[src/rtl/rv32i_pkg.sv]
// Shared RV32I definitions for the load/store unit: funct3 codes, LSU state
// encodings, response cause codes and the request-side decode helpers.
package rv32i_pkg;

   localparam logic [2:0] F3_B  = 3'b000;
   localparam logic [2:0] F3_H  = 3'b001;
   localparam logic [2:0] F3_W  = 3'b010;
   localparam logic [2:0] F3_BU = 3'b100;
   localparam logic [2:0] F3_HU = 3'b101;

   localparam logic [1:0] CAUSE_NONE     = 2'b00;
   localparam logic [1:0] CAUSE_MISALIGN = 2'b01;
   localparam logic [1:0] CAUSE_ILLEGAL  = 2'b10;
   localparam logic [1:0] CAUSE_TIMEOUT  = 2'b11;

   typedef enum logic [2:0] {
      ST_IDLE = 3'd0,
      ST_ERR  = 3'd1,
      ST_REQ  = 3'd2,
      ST_WAIT = 3'd3,
      ST_DONE = 3'd4
   } lsu_state_e;

   function automatic logic f3_legal(input logic i_we, input logic [2:0] i_f3);
      logic v_ok;
      if (i_we) begin
         v_ok = (i_f3 == F3_B) || (i_f3 == F3_H) || (i_f3 == F3_W);
      end else begin
         v_ok = (i_f3 == F3_B) || (i_f3 == F3_H) || (i_f3 == F3_W) ||
                (i_f3 == F3_BU) || (i_f3 == F3_HU);
      end
      return v_ok;
   endfunction

   // funct3[1:0] encodes the access size for every legal load and store.
   function automatic logic f3_misaligned(input logic [2:0] i_f3, input logic [1:0] i_lo);
      logic v_mis;
      case (i_f3[1:0])
         2'b01:   v_mis = i_lo[0];
         2'b10:   v_mis = (i_lo != 2'b00);
         default: v_mis = 1'b0;
      endcase
      return v_mis;
   endfunction

   function automatic logic [3:0] be_gen(input logic [2:0] i_f3, input logic [1:0] i_lo);
      logic [3:0] v_be;
      case (i_f3[1:0])
         2'b00:   v_be = 4'b0001 << i_lo;
         2'b01:   v_be = 4'b0011 << i_lo;
         default: v_be = 4'b1111;
      endcase
      return v_be;
   endfunction

   function automatic logic [31:0] wdata_rep(input logic [2:0] i_f3, input logic [31:0] i_wdata);
      logic [31:0] v_w;
      case (i_f3[1:0])
         2'b00:   v_w = {4{i_wdata[7:0]}};
         2'b01:   v_w = {2{i_wdata[15:0]}};
         default: v_w = i_wdata;
      endcase
      return v_w;
   endfunction

endpackage

[src/rtl/rv32i_load_align.sv]
// Load data path: picks the byte/half lane addressed by addr[1:0] out of the
// raw memory word and sign- or zero-extends it according to funct3.
module rv32i_load_align
   import rv32i_pkg::*;
(
   input  logic [31:0] i_rdata,
   input  logic [1:0]  i_addr_lo,
   input  logic [2:0]  i_funct3,
   output logic [31:0] o_data
);

   logic [7:0]  w_byte;
   logic [15:0] w_half;

   // Lane selection from the byte offset
   always_comb begin
      w_byte = 8'h00;
      w_half = 16'h0000;
      case (i_addr_lo)
         2'd0:    w_byte = i_rdata[7:0];
         2'd1:    w_byte = i_rdata[15:8];
         2'd2:    w_byte = i_rdata[23:16];
         2'd3:    w_byte = i_rdata[31:24];
         default: w_byte = 8'h00;
      endcase
      if (i_addr_lo[1]) begin
         w_half = i_rdata[31:16];
      end else begin
         w_half = i_rdata[15:0];
      end
   end

   // Sign/zero extension to the full register width
   always_comb begin
      o_data = 32'h0000_0000;
      case (i_funct3)
         F3_B:    o_data = {{24{w_byte[7]}}, w_byte};
         F3_BU:   o_data = {24'h00_0000, w_byte};
         F3_H:    o_data = {{16{w_half[15]}}, w_half};
         F3_HU:   o_data = {16'h0000, w_half};
         F3_W:    o_data = i_rdata;
         default: o_data = 32'h0000_0000;
      endcase
   end

endmodule

[src/rtl/rv32i_lsu.sv]
// RV32I load/store unit: request decode, req/gnt/rvalid memory handshake and a
// one-cycle registered response to write-back. Optional watchdog: LSU_TIMEOUT_EN.
module rv32i_lsu
   import rv32i_pkg::*;
#(
   parameter int WIDTH       = 32,
   parameter int TIMEOUT_CYC = 64
)(
   input  logic             clk,
   input  logic             rst,
   input  logic             req_valid,
   output logic             req_ready,
   input  logic             req_we,
   input  logic [2:0]       req_funct3,
   input  logic [WIDTH-1:0] req_addr,
   input  logic [WIDTH-1:0] req_wdata,
   output logic             rsp_valid,
   output logic [WIDTH-1:0] rsp_rdata,
   output logic             rsp_err,
   output logic [1:0]       rsp_cause,
   output logic             busy,
   output logic             mem_req,
   output logic             mem_we,
   output logic [WIDTH-1:0] mem_addr,
   output logic [WIDTH-1:0] mem_wdata,
   output logic [3:0]       mem_be,
   input  logic             mem_gnt,
   input  logic             mem_rvalid,
   input  logic [WIDTH-1:0] mem_rdata
);

   lsu_state_e       r_state;
   lsu_state_e       w_next;
   logic             r_we;
   logic [2:0]       r_funct3;
   logic [1:0]       r_addr_lo;
   logic [1:0]       r_err_cause;
   logic [1:0]       w_dec_cause;
   logic             w_timeout;
   logic [WIDTH-1:0] w_load_data;

   logic             r_rsp_valid;
   logic [WIDTH-1:0] r_rsp_rdata;
   logic             r_rsp_err;
   logic [1:0]       r_rsp_cause;
   logic             r_busy;
   logic             r_mem_req;
   logic             r_mem_we;
   logic [WIDTH-1:0] r_mem_addr;
   logic [WIDTH-1:0] r_mem_wdata;
   logic [3:0]       r_mem_be;

   // Ready must read low for the whole reset period, hence the rst term.
   assign req_ready = (r_state == ST_IDLE) && !rst;
   assign rsp_valid = r_rsp_valid;
   assign rsp_rdata = r_rsp_rdata;
   assign rsp_err   = r_rsp_err;
   assign rsp_cause = r_rsp_cause;
   assign busy      = r_busy;
   assign mem_req   = r_mem_req;
   assign mem_we    = r_mem_we;
   assign mem_addr  = r_mem_addr;
   assign mem_wdata = r_mem_wdata;
   assign mem_be    = r_mem_be;

   rv32i_load_align u_load_align (
      .i_rdata   (mem_rdata),
      .i_addr_lo (r_addr_lo),
      .i_funct3  (r_funct3),
      .o_data    (w_load_data)
   );

`ifdef LSU_TIMEOUT_EN
   localparam logic [7:0] TO_LAST = 8'(TIMEOUT_CYC - 2);
   logic [7:0] r_cnt;

   // Watchdog: fires on the cycle whose increment would reach TIMEOUT_CYC-1
   always_ff @(posedge clk) begin
      if (rst) begin
         r_cnt <= 8'd0;
      end else if ((r_state != ST_REQ) && (w_next == ST_REQ)) begin
         r_cnt <= 8'd0;
      end else if ((r_state == ST_REQ) || (r_state == ST_WAIT)) begin
         r_cnt <= r_cnt + 8'd1;
      end else begin
         r_cnt <= r_cnt;
      end
   end

   assign w_timeout = (r_cnt == TO_LAST);
`else
   assign w_timeout = 1'b0;
`endif

   // Next-state decode; illegal funct3 takes priority over misalignment
   always_comb begin
      w_next      = r_state;
      w_dec_cause = CAUSE_NONE;
      case (r_state)
         ST_IDLE: begin
            if (req_valid) begin
               if (!f3_legal(req_we, req_funct3)) begin
                  w_next      = ST_ERR;
                  w_dec_cause = CAUSE_ILLEGAL;
               end else if (f3_misaligned(req_funct3, req_addr[1:0])) begin
                  w_next      = ST_ERR;
                  w_dec_cause = CAUSE_MISALIGN;
               end else begin
                  w_next = ST_REQ;
               end
            end else begin
               w_next = ST_IDLE;
            end
         end
         ST_ERR:  w_next = ST_IDLE;
         ST_REQ: begin
            if (mem_gnt && r_we) begin
               w_next = ST_DONE;
            end else if (w_timeout) begin
               w_next      = ST_ERR;
               w_dec_cause = CAUSE_TIMEOUT;
            end else if (mem_gnt) begin
               w_next = ST_WAIT;
            end else begin
               w_next = ST_REQ;
            end
         end
         ST_WAIT: begin
            if (mem_rvalid) begin
               w_next = ST_DONE;
            end else if (w_timeout) begin
               w_next      = ST_ERR;
               w_dec_cause = CAUSE_TIMEOUT;
            end else begin
               w_next = ST_WAIT;
            end
         end
         ST_DONE: w_next = ST_IDLE;
         default: w_next = ST_IDLE;
      endcase
   end

   // State register, request capture and memory-side outputs
   always_ff @(posedge clk) begin
      if (rst) begin
         r_state     <= ST_IDLE;
         r_we        <= 1'b0;
         r_funct3    <= 3'b000;
         r_addr_lo   <= 2'b00;
         r_err_cause <= CAUSE_NONE;
         r_busy      <= 1'b0;
         r_mem_req   <= 1'b0;
         r_mem_we    <= 1'b0;
         r_mem_addr  <= '0;
         r_mem_wdata <= '0;
         r_mem_be    <= 4'b0000;
      end else begin
         r_state   <= w_next;
         r_busy    <= (w_next != ST_IDLE);
         r_mem_req <= (w_next == ST_REQ);
         if ((r_state == ST_IDLE) && req_valid) begin
            r_we        <= req_we;
            r_funct3    <= req_funct3;
            r_addr_lo   <= req_addr[1:0];
            r_mem_we    <= req_we;
            r_mem_addr  <= {req_addr[WIDTH-1:2], 2'b00};
            r_mem_wdata <= wdata_rep(req_funct3, req_wdata);
            r_mem_be    <= be_gen(req_funct3, req_addr[1:0]);
         end else begin
            r_mem_we <= r_mem_we;
         end
         if (w_next == ST_ERR) begin
            r_err_cause <= w_dec_cause;
         end else begin
            r_err_cause <= r_err_cause;
         end
      end
   end

   // Response register: error responses leave ERR, good ones arrive with DONE
   always_ff @(posedge clk) begin
      if (rst) begin
         r_rsp_valid <= 1'b0;
         r_rsp_err   <= 1'b0;
         r_rsp_cause <= CAUSE_NONE;
         r_rsp_rdata <= '0;
      end else if (r_state == ST_ERR) begin
         r_rsp_valid <= 1'b1;
         r_rsp_err   <= 1'b1;
         r_rsp_cause <= r_err_cause;
         r_rsp_rdata <= '0;
      end else if (w_next == ST_DONE) begin
         r_rsp_valid <= 1'b1;
         r_rsp_err   <= 1'b0;
         r_rsp_cause <= CAUSE_NONE;
         r_rsp_rdata <= r_we ? '0 : w_load_data;
      end else begin
         r_rsp_valid <= 1'b0;
         r_rsp_err   <= 1'b0;
         r_rsp_cause <= CAUSE_NONE;
         r_rsp_rdata <= '0;
      end
   end

endmodule

[config.mk]
export PLATFORM = sky130hd
export DESIGN_NAME = rv32i_lsu
export DESIGN_NICKNAME = d
export VERILOG_FILES = /design/src/rtl/rv32i_pkg.sv /design/src/rtl/rv32i_load_align.sv /design/src/rtl/rv32i_lsu.sv
export SDC_FILE = /design/constraint.sdc
export NUM_CORES = 1
export LEC_CHECK = 0
export CORE_UTILIZATION = 37
export CTS_CLUSTER_SIZE = 20
export DETAILED_ROUTE_END_ITERATION = 10
export PLACE_DENSITY = 0.76
export SLEW_MARGIN = 20
export SYNTH_ARGS = -nofsm -noshare
export SYNTH_HDL_FRONTEND = slang
export SYNTH_SLANG_ARGS = --single-unit
export TNS_END_PERCENT = 100
[constraint.sdc]
create_clock -name clk -period 2.2 [get_ports clk]
set_input_delay 0.44 -clock clk [delete_from_list [all_inputs] [get_ports clk]]
set_output_delay 0.44 -clock clk [all_outputs]
set_load 0.05 [all_outputs]
==> run_results.csv <==
group,metric,value,unit
finish,stdcell_area,0.007550,mm²
sta,worst_pin_slew,0.6522,ns
place,gp_congestion,0.9029,
finish,seq_area,0.002302,mm²
worst_hold_path,hold-path-endpoint,"r_err_cause[1]",
logic_synthesis,yosysMostFrequentCell,"nand2_1",
sta,min_period_over_period,0.9676,
sta,period_needed,2.129,ns
setup_path,worstSetupPathType,"flip-flop to primary output",
power_and_ir_drop,power_density,861.4,mW/mm²
clock_tree,cts.reportedPaths.clkPinSlew,0.05,ns
place,place_hpwl,10900,µm
floorplanning,die_h,114.0,µm
finish,fin_cells,938,
global_routing,track_usage,0.2340,
setup_path,crit_required,1.76,ns
clock_tree,cts_root_buffer,"clkbuf_16",
power_and_ir_drop,ir_worst_vdd,585.9,µV
logic_synthesis,async_flop_share,0,
routing,wl_per_cell,15.85,µm
clock_tree,postCtsHoldBufs,0,
global_routing,antenna_found_initial,0,
finish,antenna_cells,0,
setup_path,r2r-end,"rsp_rdata[10]",
logic_synthesis,syn_area,0.004638,mm²
floorplanning,rows,40,
setup_path,cp_top_family,"buffers and inverters",
worst_hold_path,min-delay-start,"rst",
outcome,status,"completed",
logic_synthesis,ys.flop_type,"dfxtp_1",
setup_path,cpMaxStageDelayCell,"clkdlybuf4s50_1",
clock_tree,htreeDepth,4,
logic_synthesis,synth_area_leaders,"dfxtp_1 50%, nand2_1 10%, a21oi_1 8.0%, a311oi_1 3.4%, nor2_1 2.9%",
clock_tree,clock_path_buffers,2,
place,io_buffer_count,210,
flow_run,drv_cap,0,
logic_synthesis,avgSynthCellArea,8.433,µm²
worst_hold_path,min_path_type,"input pin to flip-flop",
place,place_area,0.006987,mm²
setup_path,cp.arrival,1.69,ns
logic_synthesis,yosys.cell_types.count,43,
routing,routed_via_density,5.200,
clock_tree,postCtsSetupRepairBufs,0,
finish,drive_gt1_frac,0.08442,
sta,setup_viol,0,
sta,skew,0.01511,ns
routing,num_vias,4878,
worst_hold_path,hold_path_depth,2,
finish,postLayoutCoreUtil,0.6233,
clock_tree,insertion_delay,0.42,ns
logic_synthesis,seq_area_frac_synth,0.4964,
logic_synthesis,synth.top_cell.area_share,0.4964,
setup_path,reg2reg_depth,4,
logic_synthesis,yosys_warnings,0,
setup_path,critPathMaxFanout,5,
logic_synthesis,ys_ff_latch,115,
setup_path,max_stage_delay,0.87,ns
sta,fmax,469.8,MHz
sta,hold_violations,0,
sta,rsz0062_at_grt,"no",
floorplanning,io_pins,213,
clock_tree,cts.repair.resized,0,
floorplanning,die-area,0.01299,mm²
logic_synthesis,synth.largest_area_cell,"dfxtp_1",
floorplanning,core_area,0.01211,mm²
finish,layout.nets,866,
setup_path,worst_setup_path_start_kind,"flip-flop",
routing,drc_errors,0,
global_routing,grt_pass1_wl,23380,µm
clock_tree,cts.sink_count,115,
setup_path,worstPathCellList,"clkdlybuf4s50_1",
setup_path,r2r_slack,0.41,ns
setup_path,cp-end-kind,"primary output",
logic_synthesis,synthCells,550,
routing,routed_wl,14870,µm
logic_synthesis,synth_edf_count,0,
floorplanning,die_w,114.0,µm
sta,relSlewSlack,0.5652,
clock_tree,cts_buffers,17,
routing,drtIter0Drc,415,
place,dp.cells,907,
power_and_ir_drop,p_leak,2.842,nW
routing,firstDrtPassIters,5,
sta,drv_slew,0,
setup_path,timing.critical_path.buf_inv,1,
finish,multi_input_area,0.002131,mm²
floorplanning,start_util,0.3830,
finish,areaGrowthSynthToFinish,62.77,%
finish,fillers,1035,
logic_synthesis,synth_common_cells,"129 x nand2_1, 115 x dfxtp_1, 74 x a21oi_1",
routing,antenna_left,0,
setup_path,rr_startpoint,"r_addr_lo[0]",
global_routing,grt_max_degree,65,
clock_tree,cts_tree,"yes",
global_routing,grt-ovfl-total,0,
global_routing,grt_pass1_vias,4704,
==> placed cells by master, fill, tap and decap left out, types with 2 or more instances in the layout <==
cell / count
a311oi_1: 18
o21ai_1: 2
clkinv_2: 6
nand2_1: 129
o21ai_0: 4
buf_4: 21
nor2b_1: 4
mux2i_1: 12
a211o_1: 6
a211oi_1: 16
clkbuf_8: 4
buf_12: 4
clkbuf_16: 17
nand2b_1: 14
nor3_1: 9
a21oi_1: 74
or2_1: 3
dfxtp_1: 115
nor2_1: 36
o22ai_1: 7
clkinvlp_4: 3
inv_1: 5
o21bai_1: 2
conb_1: 2
nor4_1: 2
ha_1: 3
o211ai_1: 2
clkdlybuf4s50_1: 208
nor3b_1: 2
o32ai_1: 6
a22oi_1: 16
o2bb2ai_1: 2
==> how the worst max path moves through the flow <==
stage | start | to | slack (ns) | cells after the start
6_report | mem_we | mem_we | 0.07 | 1
5_1_grt | mem_we | mem_we | 0.01 | 1
4_1_cts | mem_we | mem_we | 0.04 | 1
3_5_place_dp | req_funct3[1] | mem_req | -0.06 | 7
3_3_place_gp | req_funct3[1] | mem_req | -0.02 | 7
2_1_floorplan | req_funct3[1] | mem_req | 0.08 | 8
==> state kept, by name, indices dropped and copies added, names as in the netlist <==
register,flops
r_funct3,3
rsp_valid,1
mem_be,4
mem_wdata,32
r_state,3
rsp_rdata,32
busy,1
r_err_cause,2
mem_we,1
r_addr_lo,2
rsp_err,1
rsp_cause,2
mem_req,1
mem_addr,30
==> final cells by class <==
type                       instances  share of cell area
tap                              168             0.02784
inverter                           5            0.002486
clock buffer                      21             0.06364
sequential                       115              0.3049
clock inverter                    10             0.01094
timing repair buffer             234              0.3079
multi-input combinational        385              0.2822
==> through the flow <==
step	TNS, ns	hold slack, ns	worst slack [ns]	total power [mW]
floorplan	0	0.4246	0.08465	3.298
global placement	-0.02485	0.4428	-0.02485	3.923
detailed placement	-0.05862	0.4485	-0.05862	3.952
CTS	0	0.3865	0.03997	6.541
global route	0	0.4157	0.01462	6.778
finish	0	0.4027	0.07123	6.503
==> where the power goes <==
| part | switching [mW] | total, mW | internal, mW |
|---|---|---|---|
| logic | 0.967 | 1.60 | 0.632 |
| clock network | 0.931 | 2.58 | 1.65 |
| registers | 0.0952 | 2.33 | 2.23 |
==> routing by layer <==
metal / up-vias / global-route usage / wire length, µm
met5: - / 0 / 0
met4: 0 / 0.1247 / 505
met3: 40 / 0.08395 / 1358
met2: 244 / 0.3826 / 7015
met1: 2251 / 0.2675 / 5990
li1: 2343 / - / -
==> cell families (layout without fill, tap and decap cells) <==
kind of cell	count (synthesis)	in the layout	share of synthesized area
simple gates	209	209	0.1956
compound gates	157	157	0.2182
flops	115	115	0.4964
buf+inv	51	270	0.04775
mux	14	14	0.03318
fa+ha+maj	3	3	0.008094
other cells	1	2	0.0008085
Note: power is estimated with default switching activity, not from simulation.
